### config.mk
export PLATFORM = sky130hd
export DESIGN_NAME = bp_sched_ctrl
export DESIGN_NICKNAME = d
export VERILOG_FILES = /design/src/rtl/bp_sched_pkg.sv /design/src/rtl/bp_wr_delay.sv /design/src/rtl/bp_sched_ctrl.sv
export SDC_FILE = /design/constraint.sdc
export NUM_CORES = 1
export LEC_CHECK = 0
export ABC_AREA = 0
export CAP_MARGIN = 20
export CORE_MARGIN = 5
export CORE_UTILIZATION = 30
export CTS_BUF_LIST = sky130_fd_sc_hd__clkbuf_16
export CTS_CLUSTER_SIZE = 28
export DETAILED_ROUTE_END_ITERATION = 8
export PLACE_DENSITY = 0.52
export SYNTH_ARGS = -nofsm -noshare
export SYNTH_HDL_FRONTEND = slang
export SYNTH_SLANG_ARGS = --single-unit
### constraint.sdc
create_clock -name clk -period 2.4 [get_ports clk]
set_input_delay 0.24 -clock clk [delete_from_list [all_inputs] [get_ports clk]]
set_output_delay 0.24 -clock clk [all_outputs]
set_load 0.1 [all_outputs]
### src/rtl/bp_sched_pkg.sv
// rtl/bp_sched_pkg.sv - shared state encoding, sweep direction constants and width helpers for the BP scheduler
package bp_sched_pkg;

    typedef enum logic [2:0] {
        ST_IDLE  = 3'd0,
        ST_ISSUE = 3'd1,
        ST_GAP   = 3'd2,
        ST_CHECK = 3'd3,
        ST_DONE  = 3'd4
    } sched_state_e;

    localparam logic DIR_L = 1'b0;
    localparam logic DIR_R = 1'b1;

    // clog2 that never returns less than 1, so single-value fields still get a bit
    function automatic int clog2_min1(input int v);
        return ($clog2(v) < 1) ? 1 : $clog2(v);
    endfunction

    function automatic int stg_width(input int log_n);
        return clog2_min1(log_n);
    endfunction

    function automatic int grp_width(input int log_n, input int par);
        return clog2_min1((1 << log_n) / (2 * par));
    endfunction

endpackage

### src/rtl/bp_wr_delay.sv
// rtl/bp_wr_delay.sv - fixed-depth shift register turning read issue words into write-back words
module bp_wr_delay #(
    parameter int DEPTH = 4,
    parameter int W     = 4
) (
    input  logic         clk,
    input  logic         rst_n,
    input  logic [W-1:0] din,
    output logic [W-1:0] dout
);

    logic [W-1:0] pipe [DEPTH];

    // Shift the {valid, stage, grp, dir} word; reset wipes every slot so no stale write escapes
    always_ff @(posedge clk or negedge rst_n) begin
        if (!rst_n) begin
            for (int i = 0; i < DEPTH; i++) begin
                pipe[i] <= '0;
            end
        end else begin
            pipe[0] <= din;
            for (int i = 1; i < DEPTH; i++) begin
                pipe[i] <= pipe[i-1];
            end
        end
    end

    assign dout = pipe[DEPTH-1];

endmodule

### src/rtl/bp_sched_ctrl.sv
// rtl/bp_sched_ctrl.sv - polar BP stage/iteration scheduler (optional early stop: BP_EARLY_STOP_EN)
module bp_sched_ctrl
    import bp_sched_pkg::*;
#(
    parameter  int LOG_N  = 3,
    parameter  int PAR    = 2,
    parameter  int PE_LAT = 3,
    parameter  int ITER_W = 6,
    localparam int STG_W  = stg_width(LOG_N),
    localparam int GRP_W  = grp_width(LOG_N, PAR)
) (
    input  logic              clk,
    input  logic              rst_n,
    input  logic              start,
    input  logic [ITER_W-1:0] max_iter,
`ifdef BP_EARLY_STOP_EN
    input  logic              early_stop,
`endif
    output logic              busy,
    output logic              done,
    output logic              pe_en,
    output logic              rd_en,
    output logic [STG_W-1:0]  rd_stage,
    output logic [GRP_W-1:0]  rd_grp,
    output logic              dir,
    output logic              wr_en,
    output logic [STG_W-1:0]  wr_stage,
    output logic [GRP_W-1:0]  wr_grp,
    output logic              wr_dir,
    output logic [ITER_W-1:0] iter_cnt
);

    localparam int G     = (1 << LOG_N) / (2 * PAR);
    localparam int GAP_W = clog2_min1(PE_LAT + 1);
    localparam int DW    = 2 + STG_W + GRP_W;

    sched_state_e      state;
    logic [STG_W-1:0]  stage;
    logic [GRP_W-1:0]  grp;
    logic [GAP_W-1:0]  gap_cnt;
    logic              sweep_dir;
    logic [ITER_W-1:0] iter_lim;
    logic [ITER_W:0]   iter_inc;
    logic              early_hit;
    logic              stop;
    logic              last_grp;
    logic              gap_end;
    logic [DW-1:0]     rd_word;
    logic [DW-1:0]     wr_word;

`ifdef BP_EARLY_STOP_EN
    assign early_hit = early_stop;
`else
    assign early_hit = 1'b0;
`endif

    assign last_grp = (grp == GRP_W'(G - 1));
    assign gap_end  = (gap_cnt == GAP_W'(PE_LAT));
    // One extra bit so an iteration limit at the top of the range cannot wrap the compare
    assign iter_inc = {1'b0, iter_cnt} + 1'b1;
    assign stop     = (iter_inc >= {1'b0, iter_lim}) || early_hit;

    // Main sequencer: issue a stage, drain the PE pipeline, pick the next stage or finish the iteration
    always_ff @(posedge clk or negedge rst_n) begin
        if (!rst_n) begin
            state     <= ST_IDLE;
            stage     <= '0;
            grp       <= '0;
            gap_cnt   <= '0;
            sweep_dir <= DIR_L;
            iter_lim  <= '0;
            iter_cnt  <= '0;
        end else begin
            case (state)
                ST_IDLE: begin
                    if (start) begin
                        iter_lim  <= (max_iter == '0) ? ITER_W'(1) : max_iter;
                        iter_cnt  <= '0;
                        stage     <= STG_W'(LOG_N - 1);
                        sweep_dir <= DIR_L;
                        grp       <= '0;
                        state     <= ST_ISSUE;
                    end
                end
                ST_ISSUE: begin
                    if (last_grp) begin
                        grp     <= '0;
                        gap_cnt <= '0;
                        state   <= ST_GAP;
                    end else begin
                        grp <= grp + 1'b1;
                    end
                end
                ST_GAP: begin
                    if (!gap_end) begin
                        gap_cnt <= gap_cnt + 1'b1;
                    end else if (sweep_dir == DIR_L) begin
                        if (stage == '0) begin
                            sweep_dir <= DIR_R;
                        end else begin
                            stage <= stage - 1'b1;
                        end
                        state <= ST_ISSUE;
                    end else if (stage == STG_W'(LOG_N - 1)) begin
                        state <= ST_CHECK;
                    end else begin
                        stage <= stage + 1'b1;
                        state <= ST_ISSUE;
                    end
                end
                ST_CHECK: begin
                    iter_cnt <= iter_inc[ITER_W-1:0];
                    if (stop) begin
                        state <= ST_DONE;
                    end else begin
                        stage     <= STG_W'(LOG_N - 1);
                        sweep_dir <= DIR_L;
                        state     <= ST_ISSUE;
                    end
                end
                ST_DONE: begin
                    state <= ST_IDLE;
                end
                default: begin
                    state <= ST_IDLE;
                end
            endcase
        end
    end

    assign busy     = (state == ST_ISSUE) || (state == ST_GAP) || (state == ST_CHECK);
    assign pe_en    = busy;
    assign done     = (state == ST_DONE);
    assign rd_en    = (state == ST_ISSUE);
    assign rd_stage = busy  ? stage     : '0;
    assign rd_grp   = rd_en ? grp       : '0;
    assign dir      = busy  ? sweep_dir : DIR_L;

    // Write-back address trails the read by one BRAM cycle plus the PE pipeline
    assign rd_word = {rd_en, rd_stage, rd_grp, dir};

    bp_wr_delay #(
        .DEPTH (1 + PE_LAT),
        .W     (DW)
    ) u_wr_delay (
        .clk   (clk),
        .rst_n (rst_n),
        .din   (rd_word),
        .dout  (wr_word)
    );

    assign {wr_en, wr_stage, wr_grp, wr_dir} = wr_word;

endmodule

Word level (Yosys, flattened, before mapping) --
Index checks and enable logic that the tools add are counted.
Storage, ports and cells: flip-flop bits (word level) 41, latch bits 0, RAM bits 0, bits in read-only memories 0, input port bits 9, output and inout bits 19, logic and storage cells 77, memories kept 0
Cells by class: $add $sub $neg 5, multipliers 0, divide/modulo/power cells 0, order comparisons 1, eq/ne operators 13, shift-type cells 0, muxes and demuxes 31, bitwise gates (word level) 0, reductions and logical operators 16
Operator list (number):
- $mux W2 | 11
- $mux W3 | 4
- $mux W6 | 2
- $pmux W3 S4 | 1
- $pmux W6 S2 | 1
- $mux W1 | 8
- $ne A2 B2 Y1 const B | 4
- $add A6 B1 Y7 const B | 1
- $ge A7 B6 Y1 | 1
- $eq A3 B2 Y1 const B | 2
- $logic_not A6 Y1 | 1
- $ne A3 B3 Y1 const B | 2
- $pmux W2 S3 | 1
- $reduce_and A2 Y1 | 3
- $reduce_and A3 Y1 | 2
- $reduce_and A6 Y1 | 1
- $reduce_bool A2 Y1 | 3
- $add A2 B1 Y2 const B | 2
- $eq A2 B2 Y1 const B | 2
- $pmux W2 S2 | 1
- $reduce_and A4 Y1 | 1
- $eq A3 B1 Y1 const B | 1
- $eq A3 B3 Y1 const B | 1
- $logic_not A3 Y1 | 1
- 8 further kinds | 9

Depth between registers and ports, before layout --
depth in word-level cells 5, depth in mapped cells 9, mapped depth without buffers 9

By module --
Synthesis repeated with hierarchy kept, for this count alone.
Second synthesis, totals: cell total of the unflattened synthesis 161, area total of the unflattened synthesis 1755.4 sq um
By module, submodules not included:
- bp_sched_ctrl | instances 1, cells each 136, area each 1217.4 sq um, seq. area each 525.5 sq um
- bp_wr_delay | instances 1, cells each 25, area each 538.0 sq um, seq. area each 500.5 sq um

Least setup slack after synthesis --
OpenSTA, ideal clock, no wires.
path type reg-to-reg, from register state[1], to register gap_cnt[0], setup time 0.125 ns, data arrival time 3.213 ns, data required time 2.275 ns, setup slack -0.938 ns, cell stages (with the launch flop) 6, buffers on the path 1, period minus slack after synthesis 3.338 ns, cell sequence dfrtp_1 > buf_2 > nor3b_2 > and2_1 > nor2_1 > mux2_2
Between the ends: cells in the longest elaborated chain, start to end 3, elaborated cells on any way between the ends 7, those cells by class eq/ne (4); mux (1); reduce/logical (2)
RTL lines:
- start: declaration | line bp_sched_ctrl.sv:37 | sched_state_e state;
- start signal: assignment | line bp_sched_ctrl.sv:66 | state <= ST_IDLE;
- start signal: assignment | line bp_sched_ctrl.sv:82 | state <= ST_ISSUE;
- start signal: assignment | line bp_sched_ctrl.sv:89 | state <= ST_GAP;
- $eq A3 B1 Y1 (*)
- via rd_en | line bp_sched_ctrl.sv:22 | output logic rd_en,
- $ne A2 B1 Y1 (no source line) or $reduce_bool A2 Y1 (tied branches)
- $reduce_and A3 Y1 (no source line)
- end signal: assignment | line bp_sched_ctrl.sv:96 | gap_cnt <= gap_cnt + 1'b1;
- end: declaration | line bp_sched_ctrl.sv:40 | logic [GAP_W-1:0] gap_cnt;
The timed path passes the listed nets; every way through them passes the cells marked *. A chain may end at the register's enable or synchronous reset.

Worst setup path after layout --
from register iter_cnt[0], to register stage[0]
Between the ends: cells in the longest elaborated chain, start to end 4
RTL lines:
- start: declaration | line bp_sched_ctrl.sv:30 | output logic [ITER_W-1:0] iter_cnt
- start signal: assignment | line bp_sched_ctrl.sv:112 | iter_cnt <= iter_inc[ITER_W-1:0];
- $add A6 B1 Y7 | line bp_sched_ctrl.sv:60 | assign iter_inc = {1'b0, iter_cnt} + 1'b1;
- $ge A7 B6 Y1 | line bp_sched_ctrl.sv:61 | assign stop = (iter_inc >= {1'b0, iter_lim}) || early_hit;
- $ne A2 B2 Y1 (no source line)
- $reduce_and A6 Y1 (no source line)
- end signal: assignment | line bp_sched_ctrl.sv:79 | stage <= STG_W'(LOG_N - 1);
- end signal: assignment | line bp_sched_ctrl.sv:101 | stage <= stage - 1'b1;
- end signal: assignment | line bp_sched_ctrl.sv:107 | stage <= stage + 1'b1;
- end: declaration | line bp_sched_ctrl.sv:38 | logic [STG_W-1:0] stage;
No other way between the ends.

==> results.md <==
* Cell taking the most area after synthesis: sky130_fd_sc_hd__dfrtp_1
* Critical path class: register to register
* Required time of the critical path at between 2000 and 3000 ps
* Clock transition at the registers of the reported paths at approximately 60 ps
* Actual slew at the worst max-slew pin at between 800 and 900 ps
* Clock latency of the later-clocked register in the worst-skew pair at approximately 280 ps
* Iter 0 DRT Violations at between 100 and 150
* Via count of the first global-routing pass at about 1200
* Number of max-slew violations in the final report at 0
* Series of cell instances along the critical path: ha_4 -> xor2_2 -> ha_1 -> a21oi_1 -> o21ai_1 -> a221oi_2 -> and2_4 -> mux2_1
* Synthesized flop and latch total at 41
* Area of the core region at between 5000 and 6000 µm²
* Worst-case headroom to the max-slew limit at between 40% and 50%
* Worst Path Arrival at around 2500 ps
* Worst setup SP type: register
* Number of optimization iterations in the first detailed-route pass at 4
* Die Span Y at 86.1 µm
* Post-synthesis sequential area ratio at between 50% and 60%
* Hold crit path type: input port to asynchronous set/reset pin
* Global placement routability congestion at between 0.8 and 0.9
* Avg Synthesized Cell Area at roughly 12 µm²
* Aggregate global routing overflow at 0
* Largest net degree at the start of global routing at 42
* Synth cell types at 35
* Synth warn at 0
* Total Negative Setup Slacks at 0 ps
* Antenna violation net count after detailed routing at 0
* CTS tree: yes
* Total DRC errors in the routed layout at 0
* Detail-routed net length per standard cell at 13.6 µm
* Most common flop cell mapped by yosys: sky130_fd_sc_hd__dfrtp_1
* Cells after synthesis at roughly 150
* Number of antenna violations at the first check in global routing at 0
* Clk Tree Root Cell: sky130_fd_sc_hd__clkbuf_16
* Syn_nets at roughly 170
* CTS max path bufs at 2
* Count of final setup violators at 0
* Worst Hold Margin at between 80 and 90 ps
* Hold_buf cts at 0
* Outcome: finished clean
* Fraction of final layout cells with drive strength greater than 1 at roughly 30%
* Cts bufs inserted at 5
* Final hold violation count at 0
* Post-route clock period utilization at a little over nine tenths
* Clock sink total at 41
* H-tree depth at 2
* IO Pins at 28
* Delay of the slowest critical-path stage at ~520 ps
* Cell with the largest stage delay on the worst path: sky130_fd_sc_hd__dfrtp_4
* Final period demand of the worst path at 2330 ps
* Total half-perimeter wirelength after legalization and detailed placement at ~2.5 mm
* Diode insertion count for antenna repair at 0
* Horiz. Die Dim at 86.1 µm
* Area fraction of the dominant cell type after synthesis at between 50% and 60%
* Largest fanout on the critical path at 7
* Synthesis-to-layout area growth at 30.2%
* Sum of routed wire length over all layers at 3.39 mm
* Family with the most delay on the worst path: compound AO/OA/AOI/OAI gates
* Initial core utilization at just over 30%
* Async SR Flop Fraction at 100%
* Number of maximum-capacitance constraint violations at 0
* Total via count after detailed routing at between 1000 and 1500
* FMAX at 0.429 GHz
* Dominant cells by area after synthesis: sky130_fd_sc_hd__dfrtp_1 (59%), sky130_fd_sc_hd__ha_1 (5.8%), sky130_fd_sc_hd__a22o_1 (3.0%)
* IO buf count at 27
* Ratio of routed vias to standard cells at between 4 and 5
* Number of nets in the layout at 194
* Final std cells w/o fill at between 200 and 300
* Post-synth EDFFs at 0
* Std cell rows at 27
* Global-route wire length before repair at ~5.7 mm
* Finished Core Util at between 40% and 50%
* Total buffers and inverters traversed by the critical path at 0
* Mapped Area at around 1700 µm²
* Category of the worst setup path capture point: register
* Layout Skew at between 6 and 7 ps
* Overall track demand over capacity in global routing at 10.1%
* Post-Place Cells at 242
* Die area at 7410 µm²
## cell usage in the layout, fill, tap and decap left out, types with 2 or more instances in the layout
cell type,n
sky130_fd_sc_hd__dfrtp_1,35
sky130_fd_sc_hd__buf_4,20
sky130_fd_sc_hd__nand2_1,11
sky130_fd_sc_hd__inv_1,9
sky130_fd_sc_hd__nor2_1,7
sky130_fd_sc_hd__a21oi_1,7
sky130_fd_sc_hd__ha_1,7
sky130_fd_sc_hd__clkdlybuf4s50_1,7
sky130_fd_sc_hd__o21ai_0,6
sky130_fd_sc_hd__a22o_1,6
sky130_fd_sc_hd__nand3b_1,5
sky130_fd_sc_hd__clkbuf_16,5
sky130_fd_sc_hd__nand3_1,4
sky130_fd_sc_hd__xnor2_1,3
sky130_fd_sc_hd__nor3_1,3
sky130_fd_sc_hd__dfrtp_4,3
sky130_fd_sc_hd__dfrtp_2,3
sky130_fd_sc_hd__and3_1,2
sky130_fd_sc_hd__nor2_2,2
sky130_fd_sc_hd__and2_2,2
sky130_fd_sc_hd__and2_4,2
sky130_fd_sc_hd__o21ai_1,2
sky130_fd_sc_hd__a31oi_1,2
sky130_fd_sc_hd__a21o_1,2
## path summary, 6_finish.rpt
path,slack [ps],startpoint,end,depth (start not counted)
max in group asynchronous,1670,rst_n,iter_cnt[4],1
setup / recovery,70,iter_cnt[0],stage[0],8
min in group clk,350,u_wr_delay.pipe[6],u_wr_delay.dout[1],0
setup reg to reg,70,iter_cnt[0],stage[0],8
hold reg to reg,350,u_wr_delay.pipe[6],u_wr_delay.dout[1],0
hold / removal,80,rst_n,u_wr_delay.dout[4],1
## Yosys cell counts (2+ instances only)
cell type	instances
sky130_fd_sc_hd__and2_1	4
sky130_fd_sc_hd__buf_2	2
sky130_fd_sc_hd__nand3_1	5
sky130_fd_sc_hd__nand3b_1	5
sky130_fd_sc_hd__inv_1	9
sky130_fd_sc_hd__buf_4	4
sky130_fd_sc_hd__o21ai_0	7
sky130_fd_sc_hd__xnor2_1	4
sky130_fd_sc_hd__dfrtp_1	41
sky130_fd_sc_hd__a21oi_1	7
sky130_fd_sc_hd__a22o_1	6
sky130_fd_sc_hd__nand2_1	11
sky130_fd_sc_hd__nor3_1	4
sky130_fd_sc_hd__a21o_1	2
sky130_fd_sc_hd__a31oi_1	2
sky130_fd_sc_hd__and3_1	2
sky130_fd_sc_hd__ha_1	8
sky130_fd_sc_hd__nor2_1	8
## registers in the layout, indices dropped and copies added, names as in the netlist
| register | flops |
|---|---|
| iter_cnt | 6 |
| state | 3 |
| gap_cnt | 2 |
| u_wr_delay.pipe | 15 |
| grp | 1 |
| stage | 2 |
| u_wr_delay.dout | 5 |
| iter_lim | 6 |
| sweep_dir | 1 |
## routing by layer
layer	share of wire [%]	GRT usage [%]	wire length, µm	up-vias
li1	-	-	-	563
met1	43	11.5	1470	576
met2	50	16.5	1680	28
met3	5.3	3.46	178	7
met4	1.9	5.18	63	0
met5	0	0	0	-
## worst register-to-register path, delay by kind of cell, from the launching register on
family	cells	cell delay [ps]
and+or+nand+nor	1	210
muxes	1	320
adders and majority gates	2	480
DFF	1	520
xor gates and xnor gates	1	150
AOI/OAI and AO/OA	3	540
## area by class of cell
cell class | count | area, µm²
timing repair buffer | 29 | 245
fill | 549 | 3310
clock buffer | 5 | 125
inverter | 9 | 33.8
clock inverter | 3 | 41.3
multi-input combinational | 91 | 684
tap | 72 | 90.1
sequential | 41 | 1040
## metrics by stage
step	instance area, µm²	setup slack, ps
floorplan	1780	-77.7
global placement	2070	79.3
detailed placement	2070	51.9
CTS	2240	28.0
global route	2260	-28.5
finish	2260	68.3
## timing repair
action / in CTS / in global routing
buffers inserted: 0 / 0
resized for setup: 0 / 4
endpoints found under the setup margin: 0 / 1
## cells by family (layout without fill, tap and decap cells)
kind of cell	count (synthesis)	count (layout)	share of synthesized area, %
XOR/XNOR	5	5	2.52
AND/OR/NAND/NOR	48	48	16.0
AO/OA/AOI/OAI	28	28	10.9
multiplexers	2	2	1.30
adder cells (fa/ha/maj)	8	8	5.76
buffers and inverters	16	46	4.47
flip-flops	41	41	59.1
Power is left out: the tool's default activity adds up to more than one toggle a clock period on the data nets, which glitch-free logic cannot reach.
